`config.mk`:
```
export PLATFORM = sky130hd
export DESIGN_NAME = rst_seq_flat
export DESIGN_NICKNAME = d
export VERILOG_FILES = /design/src/rtl/rst_seq_if.sv /design/src/rtl/rst_seq.sv /design/src/flat_wrapper.sv
export SDC_FILE = /design/constraint.sdc
export NUM_CORES = 1
export LEC_CHECK = 0
export CORE_MARGIN = 2
export CORE_UTILIZATION = 45
export DETAILED_ROUTE_END_ITERATION = 10
export PLACE_DENSITY = 0.68
export SYNTH_ARGS = -nofsm -noshare
export SYNTH_HDL_FRONTEND = slang
export SYNTH_SLANG_ARGS = --single-unit
```
`constraint.sdc`:
```
create_clock -name clk24_ref -period 2.8 [get_ports clk24_ref]
set_input_delay 0.7 -clock clk24_ref [delete_from_list [all_inputs] [get_ports clk24_ref]]
set_output_delay 0.7 -clock clk24_ref [all_outputs]
set_load 0.01 [all_outputs]
```
`src/rtl/rst_seq_if.sv`:
```
// rst_seq_if: PLL lock/soft-reset inputs and ordered domain reset outputs of the reset sequencer
interface rst_seq_if;
  logic       pll_locked;
  logic       sw_rst_req;
  logic       pll_rst;
  logic       sdram_rst;
  logic       sys_rst;
  logic       vga_rst;
  logic       cpu_rst;
  logic       ready;
  logic [3:0] retries;
  modport master (
    input  pll_locked, sw_rst_req,
    output pll_rst, sdram_rst, sys_rst, vga_rst, cpu_rst, ready, retries
  );
  modport slave (
    output pll_locked, sw_rst_req,
    input  pll_rst, sdram_rst, sys_rst, vga_rst, cpu_rst, ready, retries
  );
endinterface

```
`src/rtl/rst_seq.sv`:
```
// rst_seq: PLL reset + ordered SDRAM/sys/VGA/CPU reset release after stable lock; RST_SEQ_WDT_EN adds the lock-timeout watchdog
module rst_seq #(
  parameter int SYNC_STAGES    = 2,
  parameter int PLL_RST_CYCLES = 8,
  parameter int LOCK_HOLD      = 1024,
  parameter int STAGE_GAP      = 64,
  parameter int LOCK_TIMEOUT   = 2400000
) (
  input logic       clk24_ref,
  input logic       rst_n,
  rst_seq_if.master bus
);
  localparam int M1 = PLL_RST_CYCLES > LOCK_HOLD ? PLL_RST_CYCLES : LOCK_HOLD;
  localparam int M2 = M1 > 3 * STAGE_GAP ? M1 : 3 * STAGE_GAP;
  localparam int M3 = M2 > LOCK_TIMEOUT ? M2 : LOCK_TIMEOUT;
  localparam int CW = $clog2(M3 + 1);
  typedef enum logic [2:0] {S_PLL_RST, S_WAIT_LOCK, S_HOLD, S_RELEASE, S_RUN} state_e;
  state_e                 state_q, state_d;
  logic [CW-1:0]          cnt_q, cnt_d;
  logic [SYNC_STAGES-1:0] sync_q;
  logic                   lk;
  logic                   pll_rst_q, pll_rst_d;
  logic [3:0]             rst_q, rst_d;
  logic                   ready_q, ready_d;
  assign lk = sync_q[SYNC_STAGES-1];
  // state, shared counter, lock synchroniser and registered outputs
  always_ff @(posedge clk24_ref or negedge rst_n)
    if (!rst_n) begin
      state_q   <= S_PLL_RST;
      cnt_q     <= '0;
      sync_q    <= '0;
      pll_rst_q <= 1'b1;
      rst_q     <= '1;
      ready_q   <= 1'b0;
    end else begin
      state_q   <= state_d;
      cnt_q     <= cnt_d;
      sync_q    <= {sync_q[SYNC_STAGES-2:0], bus.pll_locked};
      pll_rst_q <= pll_rst_d;
      rst_q     <= rst_d;
      ready_q   <= ready_d;
    end
`ifdef RST_SEQ_WDT_EN
  logic       timeout;
  logic [3:0] retries_q, retries_d;
`endif
  // next state; the lock-detect cycle in WAIT_LOCK already counts as the first held cycle
  always_comb begin
    state_d = state_q;
`ifdef RST_SEQ_WDT_EN
    timeout = 1'b0;
`endif
    case (state_q)
      S_PLL_RST:   if (cnt_q == CW'(PLL_RST_CYCLES - 1)) state_d = S_WAIT_LOCK;
      S_WAIT_LOCK: begin
        if (lk) state_d = LOCK_HOLD == 1 ? S_RELEASE : S_HOLD;
`ifdef RST_SEQ_WDT_EN
        else if (cnt_q == CW'(LOCK_TIMEOUT - 1)) begin
          state_d = S_PLL_RST;
          timeout = 1'b1;
        end
`endif
      end
      S_HOLD:    state_d = !lk ? S_WAIT_LOCK : (!bus.sw_rst_req && cnt_q == CW'(LOCK_HOLD - 1)) ? S_RELEASE : S_HOLD;
      S_RELEASE: state_d = !lk ? S_WAIT_LOCK : bus.sw_rst_req ? S_HOLD : cnt_q == CW'(3 * STAGE_GAP - 1) ? S_RUN : S_RELEASE;
      S_RUN:     state_d = !lk ? S_WAIT_LOCK : bus.sw_rst_req ? S_HOLD : S_RUN;
      default:   state_d = S_PLL_RST;
    endcase
    cnt_d = state_d != state_q ? CW'(state_q == S_WAIT_LOCK && state_d == S_HOLD) :
            ((state_q == S_HOLD && bus.sw_rst_req) || state_q == S_RUN) ? '0 : cnt_q + 1'b1;
  end
  // outputs decoded from the next state so every release lands on the edge that enters it
  always_comb begin
    pll_rst_d = state_d == S_PLL_RST;
    ready_d   = state_d == S_RUN;
    for (int i = 0; i < 4; i++)
      rst_d[i] = !(ready_d || (state_d == S_RELEASE && cnt_d >= CW'(i * STAGE_GAP)));
`ifdef RST_SEQ_WDT_EN
    retries_d = retries_q + 4'(timeout && retries_q != 4'hf);
`endif
  end
`ifdef RST_SEQ_WDT_EN
  // saturating lock-timeout count, cleared only by rst_n
  always_ff @(posedge clk24_ref or negedge rst_n)
    if (!rst_n) retries_q <= '0;
    else retries_q <= retries_d;
  assign bus.retries = retries_q;
`else
  assign bus.retries = '0;
`endif
  assign bus.pll_rst   = pll_rst_q;
  assign bus.sdram_rst = rst_q[0];
  assign bus.sys_rst   = rst_q[1];
  assign bus.vga_rst   = rst_q[2];
  assign bus.cpu_rst   = rst_q[3];
  assign bus.ready     = ready_q;
endmodule

```
`src/flat_wrapper.sv`:
```
// flat-port wrapper written by rule: the top's interface ports become plain ports
module rst_seq_flat 
#(
  parameter int SYNC_STAGES    = 2,
  parameter int PLL_RST_CYCLES = 8,
  parameter int LOCK_HOLD      = 1024,
  parameter int STAGE_GAP      = 64,
  parameter int LOCK_TIMEOUT   = 2400000
)
  (clk24_ref, rst_n, bus_pll_locked, bus_sw_rst_req, bus_pll_rst, bus_sdram_rst, bus_sys_rst, bus_vga_rst, bus_cpu_rst, bus_ready, bus_retries);
  rst_seq_if bus_i ();
  input logic clk24_ref;
  input logic rst_n;
  input wire logic [$bits(bus_i.pll_locked)-1:0] bus_pll_locked;
  input wire logic [$bits(bus_i.sw_rst_req)-1:0] bus_sw_rst_req;
  output wire logic [$bits(bus_i.pll_rst)-1:0] bus_pll_rst;
  output wire logic [$bits(bus_i.sdram_rst)-1:0] bus_sdram_rst;
  output wire logic [$bits(bus_i.sys_rst)-1:0] bus_sys_rst;
  output wire logic [$bits(bus_i.vga_rst)-1:0] bus_vga_rst;
  output wire logic [$bits(bus_i.cpu_rst)-1:0] bus_cpu_rst;
  output wire logic [$bits(bus_i.ready)-1:0] bus_ready;
  output wire logic [$bits(bus_i.retries)-1:0] bus_retries;
  assign bus_i.pll_locked = bus_pll_locked;
  assign bus_i.sw_rst_req = bus_sw_rst_req;
  assign bus_pll_rst = bus_i.pll_rst;
  assign bus_sdram_rst = bus_i.sdram_rst;
  assign bus_sys_rst = bus_i.sys_rst;
  assign bus_vga_rst = bus_i.vga_rst;
  assign bus_cpu_rst = bus_i.cpu_rst;
  assign bus_ready = bus_i.ready;
  assign bus_retries = bus_i.retries;
  rst_seq #(.SYNC_STAGES(SYNC_STAGES), .PLL_RST_CYCLES(PLL_RST_CYCLES), .LOCK_HOLD(LOCK_HOLD), .STAGE_GAP(STAGE_GAP), .LOCK_TIMEOUT(LOCK_TIMEOUT)) u_core (.clk24_ref(clk24_ref), .rst_n(rst_n), .bus(bus_i));
endmodule
```
==> impl_metrics.yaml, run 1 <==
status:
  status: "complete, no violations"
cts:
  cts_resized: 0
  postCtsHoldBufs: 0
  post_cts_buffers: 0
  htree_levels: 2
  path_clk_slew_ps: 70
  tritoncts: "yes"
  cts_sinks: 33
  cts_made_buffers: 5
  ctsLongestPathBuffers: 2
  root_buffer: "clkbuf_8"
  clock_latency_ps: 290
die:
  ios: 14
  die_x_um: 70.76
  initial_core_util: 0.4638
  dieArea_mm2: 0.005007
  coreArea_mm2: 0.004324
  die_height_um: 70.76
  num_rows: 24
detailed_routing:
  ant_nets: 0
  drt_pass1_iterations: 4
  wl_um: 4052
  drt_iter0_drc: 81
  viasPerCell: 5.775
  wl_per_cell_um: 15.47
  vias: 1513
  drc: 0
global_route:
  grt_max_degree: 34
  grt_overflow: 0
  grt_pass1_wl_um: 7127
  globalRouteTotalUtil: 0.1792
  antenna_found_initial: 0
  grt_pass1_vias: 1504
yosys:
  ys_seq_elements: 33
  synth_mux_area_frac: 0
  avgSynthCellArea_um2: 10.03
  synth_top_family_by_area: "simple AND/OR/NAND/NOR gates"
  synth_edf_count: 0
  synth_async_sr_flop_share: 1.000
  yosysUniqueCellTypes: 58
  synth.most_common_cell: "dfrtp_1"
  synth_fa_ha_area_frac: 0.006238
  synth_compound_area_frac: 0.1129
  ys.flop_type: "dfrtp_1"
  synth.top_cell.area_share: 0.3493
  yosys.area_share.simple: 0.3032
  yosysWarnings: 0
  synthCells: 200
  syn_area_mm2: 0.002006
  synth_common_cells: "28 x dfrtp_1, 26 x nor2_1, 15 x xnor2_1"
  synthXorXnorAreaFrac: 0.1004
  netlist_top_cells_area: "dfrtp_1 35%, dfstp_2 6.6%, xnor2_1 6.6%, nor2_1 4.9%, xor2_1 3.5%"
  yosysSeqAreaShare: 0.4148
  synth_largest_area_cell: "dfrtp_1"
placed_design:
  dp_hpwl_um: 2768
  dpl.cell_count: 254
  io_buffers: 9
  dpl_cell_area_mm2: 0.002107
  place_congestion: 0.7552
run:
  cap_violations: 0
setup_path:
  cp_num_buf_inv: 0
  crit_required_ps: 3000
  critical_path.cell_chain: "ha_1 -> nand4_2 -> and4bb_4 -> nand3_1 -> xor2_1 -> nand4_2 -> o41ai_2"
  worstPathMaxFanout: 5
  crit_type: "flip-flop to flip-flop"
  critPathTopFamily: "simple AND/OR/NAND/NOR gates"
  rr_startpoint: "u_core.cnt_q[0]$_DFF_PN0_"
  cp_common_cell: "nand4_2"
  critical_path.slowest_cell: "and4bb_4"
  slowest_delay_ps: 430
  cp-startpoint: "u_core.cnt_q[0]$_DFF_PN0_"
  endpoint_kind: "flip-flop"
  cp_num_cells: 7
  critPathLaunchType: "flip-flop"
  ff2ff_path_depth: 7
  arrival_ps: 2480
timing:
  fin_crit_sh: 0.8142
  skew_ps: 6.125
  rsz0062_at_grt: "false"
  slew_viol_final: 0
  hold_violations: 0
  tightest_slew_ps: 514.6
  setup_viol: 0
  slew_headroom: 0.6569
  fin_setup_tns_ps: 0
  max_freq_mhz: 438.6
  min_period_ps: 2280
finish:
  final_nets: 214
  diodes: 0
  synthToLayoutAreaGrowth_pct: 9.170
  layout-drive-gt1-share: 0.1762
  finalInstanceArea_mm2: 0.002190
  fin_cells: 262
power_and_ir_drop:
  ir_drop_mv: 0.3487
  p_leak_nw: 0.9517
  p_per_area_mw_per_mm2: 593.7
min_path:
  hp-class: "flip-flop to flip-flop"
  hold_depth: 0
  hold_path.startpoint: "u_core.sync_q[0]$_DFF_PN0_"
[layout make-up]
type	count	area [um^2]
Clock buffer	6	72.57
Clock inverter	2	10.01
Fill cell	409	2135
Inverter	9	33.78
Multi-Input combinational cell	148	1064
Sequential cell	33	832.0
Tap cell	52	65.06
Timing Repair Buffer	12	112.6
[sequential cells by signal, summed over array words and instances, names as in the netlist]
| register | cells |
|---|---|
| u_core.rst_q | 4 |
| u_core.state_q | 3 |
| u_core.bus.pll_rst | 1 |
| u_core.bus.ready | 1 |
| u_core.cnt_q | 22 |
| u_core.sync_q | 2 |
[cell families after synthesis]
logic type | count (synthesis)
AOI/OAI and AO/OA | 24
xor gates and xnor gates | 23
adders and majority gates | 1
buffers and inverters | 22
DFF | 33
other | 1
and+or+nand+nor | 96
[cell usage in the layout (no fill, tap or decap), types with 3 or more instances in the layout]
cell / Yosys / layout
nor2_1: 26 / 26
and4_1: 4 / 4
nand3_1: 10 / 10
clkdlybuf4s50_1: 0 / 9
conb_1: 1 / 4
inv_1: 8 / 8
xnor2_1: 15 / 15
xor2_1: 8 / 8
nor3_1: 4 / 4
dfstp_2: 5 / 5
nand4_2: 3 / 3
dfrtp_1: 28 / 28
nand4_1: 3 / 3
o2111ai_1: 3 / 3
nand2_1: 9 / 9
and3_1: 6 / 6
clkbuf_8: 0 / 5
and3_2: 3 / 3
buf_4: 4 / 3
nor4_1: 4 / 4
[worst register-to-register path: stages, from the launching register on]
cell	delay, ps
dfrtp_1	410
ha_1	300
nand4_2	210
and4bb_4	430
nand3_1	100
xor2_1	230
nand4_2	150
o41ai_2	350
[through the flow]
stage                 util  total power [W]  hold slack, ps  setup slack (ps)
CTS                 0.5064         0.001315           354.4             500.7
detailed placement  0.4873        0.0009606           337.9             290.2
global placement    0.4873        0.0009496           333.1             364.0
finish              0.5064         0.001300           352.0             520.2
global route        0.5064         0.001385           360.0             395.9
floorplan                -        0.0008950           331.2             829.6
[final timing paths]
check | end | slack (ps)
setup / recovery | u_core.rst_q[3]$_DFF_PN1_ | 520
max in group asynchronous | u_core.rst_q[2]$_DFF_PN1_ | 1660
hold / removal | u_core.sync_q[1]$_DFF_PN0_ | 350
min in group asynchronous | u_core.state_q[1]$_DFF_PN0_ | 810
hold reg to reg | u_core.sync_q[1]$_DFF_PN0_ | 350
setup reg to reg | u_core.rst_q[3]$_DFF_PN1_ | 520
[report_power, final]
part / total [W] / internal, W / leakage (nW) / switching, W
Combinational: 0.000348 / 0.000142 / 0.473 / 0.000207
Sequential: 0.000601 / 0.000531 / 0.433 / 0.0000701
Clock: 0.000350 / 0.000172 / 0.0450 / 0.000178
Total: 0.00130 / 0.000845 / 0.952 / 0.000455
[layer usage]
metal | GRT usage | up-vias | wire length (um) | part of all wire
met5 | 0 | - | 0 | 0
met2 | 0.2762 | 39 | 1895 | 0.47
met4 | 0.07547 | 0 | 71 | 0.018
met1 | 0.2423 | 734 | 1924 | 0.47
li1 | - | 733 | - | -
met3 | 0.04274 | 7 | 160 | 0.039
No activity file was read; power rests on OpenSTA's default activity.
==> run 2, diff against run 1 <==
--- a/config.mk
+++ b/config.mk
@@ -8,7 +8,7 @@
 export CORE_MARGIN = 2
 export CORE_UTILIZATION = 45
 export DETAILED_ROUTE_END_ITERATION = 10
-export PLACE_DENSITY = 0.68
+export PLACE_DENSITY = 0.7
 export SYNTH_ARGS = -nofsm -noshare
 export SYNTH_HDL_FRONTEND = slang
 export SYNTH_SLANG_ARGS = --single-unit
==> constraint.sdc (replaced) <==
create_clock -name clk24_ref -period 1.9 [get_ports clk24_ref]
set_input_delay 0.475 -clock clk24_ref [delete_from_list [all_inputs] [get_ports clk24_ref]]
set_output_delay 0.475 -clock clk24_ref [all_outputs]
set_load 0.01 [all_outputs]
==> impl_metrics.yaml, run 2 (synthesis gave the netlist of run 1 again) <==
status:
  status: "complete, but fails checks"
  violations: "setup timing"
power_and_ir_drop:
  power_frac_seq: 0.349
  ir_drop_mv: 0.4499
  pwr-share-comb: 0.410
  p_sw_w: 0.0008824
  p_clk_frac: 0.241
  intPower_w: 0.001560
  p_per_area_mw_per_mm2: 853.4
  p_leak_nw: 1.249
  swShare: 0.3613
timing:
  setup_viol: 29
  fin_ws_ps: -133.5
  slew_viol_final: 0
  rsz0062_at_grt: "true"
  skew_ps: 4.675
  hold_violations: 0
  max_freq_mhz: 491.8
  min_period_ps: 2034
  fin_setup_tns_ps: -3232
  fin_crit_sh: 1.070
setup_path:
  crit_type: "flip-flop to flip-flop"
  ff2ff_path_depth: 7
  critPathTopFamily: "simple AND/OR/NAND/NOR gates"
  critical_path.cell_chain: "nor4_4 -> and3_4 -> nand4_4 -> o21a_1 -> o311ai_4 -> buf_6 -> nor2_4"
  cp_num_cells: 7
  crit_required_ps: 2070
  arrival_ps: 2210
  critical_path.slowest_cell: "dfrtp_1"
  worstPathMaxFanout: 8
  critPathLaunchType: "flip-flop"
  slowest_delay_ps: 410
  cp_num_buf_inv: 1
  endpoint_kind: "flip-flop"
finish:
  biggestRegsByFlops: "u_core.cnt_q x22, u_core.rst_q x4, u_core.state_q x3"
  layout-drive-gt1-share: 0.4717
  finalInstanceArea_mm2: 0.002861
  fin_cells: 317
  regMostFlops: "u_core.cnt_q"
  synthToLayoutAreaGrowth_pct: 42.67
  final_nets: 269
  n_fill_cell: 337
  largest_register_ffs: 22
  diodes: 0
  mostFrequentLayoutCells: "52 x buf_4, 28 x dfrtp_1, 15 x xnor2_1, 12 x nor2_4, 11 x nor2_1"
  layout_commonest_cell: "buf_4"
cts:
  root_buffer: "clkbuf_8"
  cts_sinks: 33
  cts_made_buffers: 5
  ctsLongestPathBuffers: 2
  clock_latency_ps: 300
  tritoncts: "yes"
  path_clk_slew_ps: 70
  htree_levels: 2
detailed_routing:
  wl_um: 4895
  wl_per_cell_um: 15.44
  ant_nets: 0
  viasPerCell: 5.539
  vias: 1756
  drc: 0
  drt_iter0_drc: 116
  drt_pass1_iterations: 4
die:
  die_height_um: 70.76
  coreArea_mm2: 0.004324
  die_x_um: 70.76
  num_rows: 24
  initial_core_util: 0.4638
  ios: 14
  dieArea_mm2: 0.005007
placed_design:
  dp_hpwl_um: 3200
  io_buffers: 9
  dpl_cell_area_mm2: 0.002485
  place_congestion: 0.8442
  dpl.cell_count: 301
global_route:
  grt_overflow: 0
  globalRouteTotalUtil: 0.2088
  grt_max_degree: 34
  grt_pass1_wl_um: 8204
  met1_usage: 0.2662
  use_met3: 0.04274
  met2_usage: 0.3396
  grt_pass1_vias: 1732
  antenna_found_initial: 0
  busiest_layer: "met2"
min_path:
  hold_depth: 0
  hp-class: "flip-flop to flip-flop"
run:
  cap_violations: 0
==> run 2: worst register-to-register path: stages (launching register included) <==
cell      delay [ps]
dfrtp_1          410
nor4_4           340
and3_4           260
nand4_4           90
o21a_1           210
o311ai_4         310
buf_6            250
nor2_4            50
==> run 2: timing repair <==
item	4_1_cts	5_1_grt
resized for setup	33	21
hold endpoints to repair	0	0
endpoints found under the setup margin	29	30
pin swaps	23	15
buffers inserted	9	0
cloned	1	0
hold buffers	0	0
==> run 2: worst paths after layout <==
path | to | from | slack [ps]
min reg2reg | u_core.sync_q[1]$_DFF_PN0_ | u_core.sync_q[0]$_DFF_PN0_ | 360
max in group asynchronous | u_core.rst_q[3]$_DFF_PN1_ | rst_n | 980
max reg2reg | u_core.cnt_q[16]$_DFF_PN0_ | u_core.cnt_q[11]$_DFF_PN0_ | -130
min in group asynchronous | u_core.cnt_q[1]$_DFF_PN0_ | rst_n | 590
max | u_core.cnt_q[16]$_DFF_PN0_ | u_core.cnt_q[11]$_DFF_PN0_ | -130
min | u_core.sync_q[1]$_DFF_PN0_ | u_core.sync_q[0]$_DFF_PN0_ | 360
==> run 2: final cells by class <==
| cell class | instances | area, um^2 | area share |
|---|---|---|---|
| Sequential cell | 33 | 832.0 | 0.2908 |
| Timing Repair Buffer | 67 | 548.0 | 0.1915 |
| Clock inverter | 1 | 5.005 | 0.001749 |
| Tap cell | 52 | 65.06 | 0.02274 |
| Clock buffer | 7 | 96.34 | 0.03367 |
| Inverter | 9 | 33.78 | 0.01181 |
| Multi-Input combinational cell | 148 | 1281 | 0.4477 |
==> run 2: per-layer routing <==
metal	part of all wire	routed length, um
met4	0.020	99
met2	0.50	2464
met1	0.44	2150
met3	0.037	180
met5	0	0
==> run 2: power by group through the flow <==
stage / Sequential (W) / Combinational (W) / Clock [W]
after floorplan: 0.000863 / 0.000477 / 0
after global placement: 0.000860 / 0.000734 / 0
after detailed placement: 0.000862 / 0.000748 / 0
after CTS: 0.000851 / 0.00107 / 0.000597
after global routing: 0.000862 / 0.00108 / 0.000632
final: 0.000853 / 0.00100 / 0.000588
==> run 2: per-stage QoR <==
stage	util	hold slack, ps	total power (W)	setup slack, ps
final	0.6617	355.0	0.002442	-133.5
after detailed placement	0.5747	337.9	0.001610	-255.8
after global placement	0.5747	336.6	0.001594	-214.1
after CTS	0.6548	352.6	0.002513	-182.7
after global routing	0.6617	360.7	0.002573	-224.5
after floorplan	-	179.4	0.001340	16.65
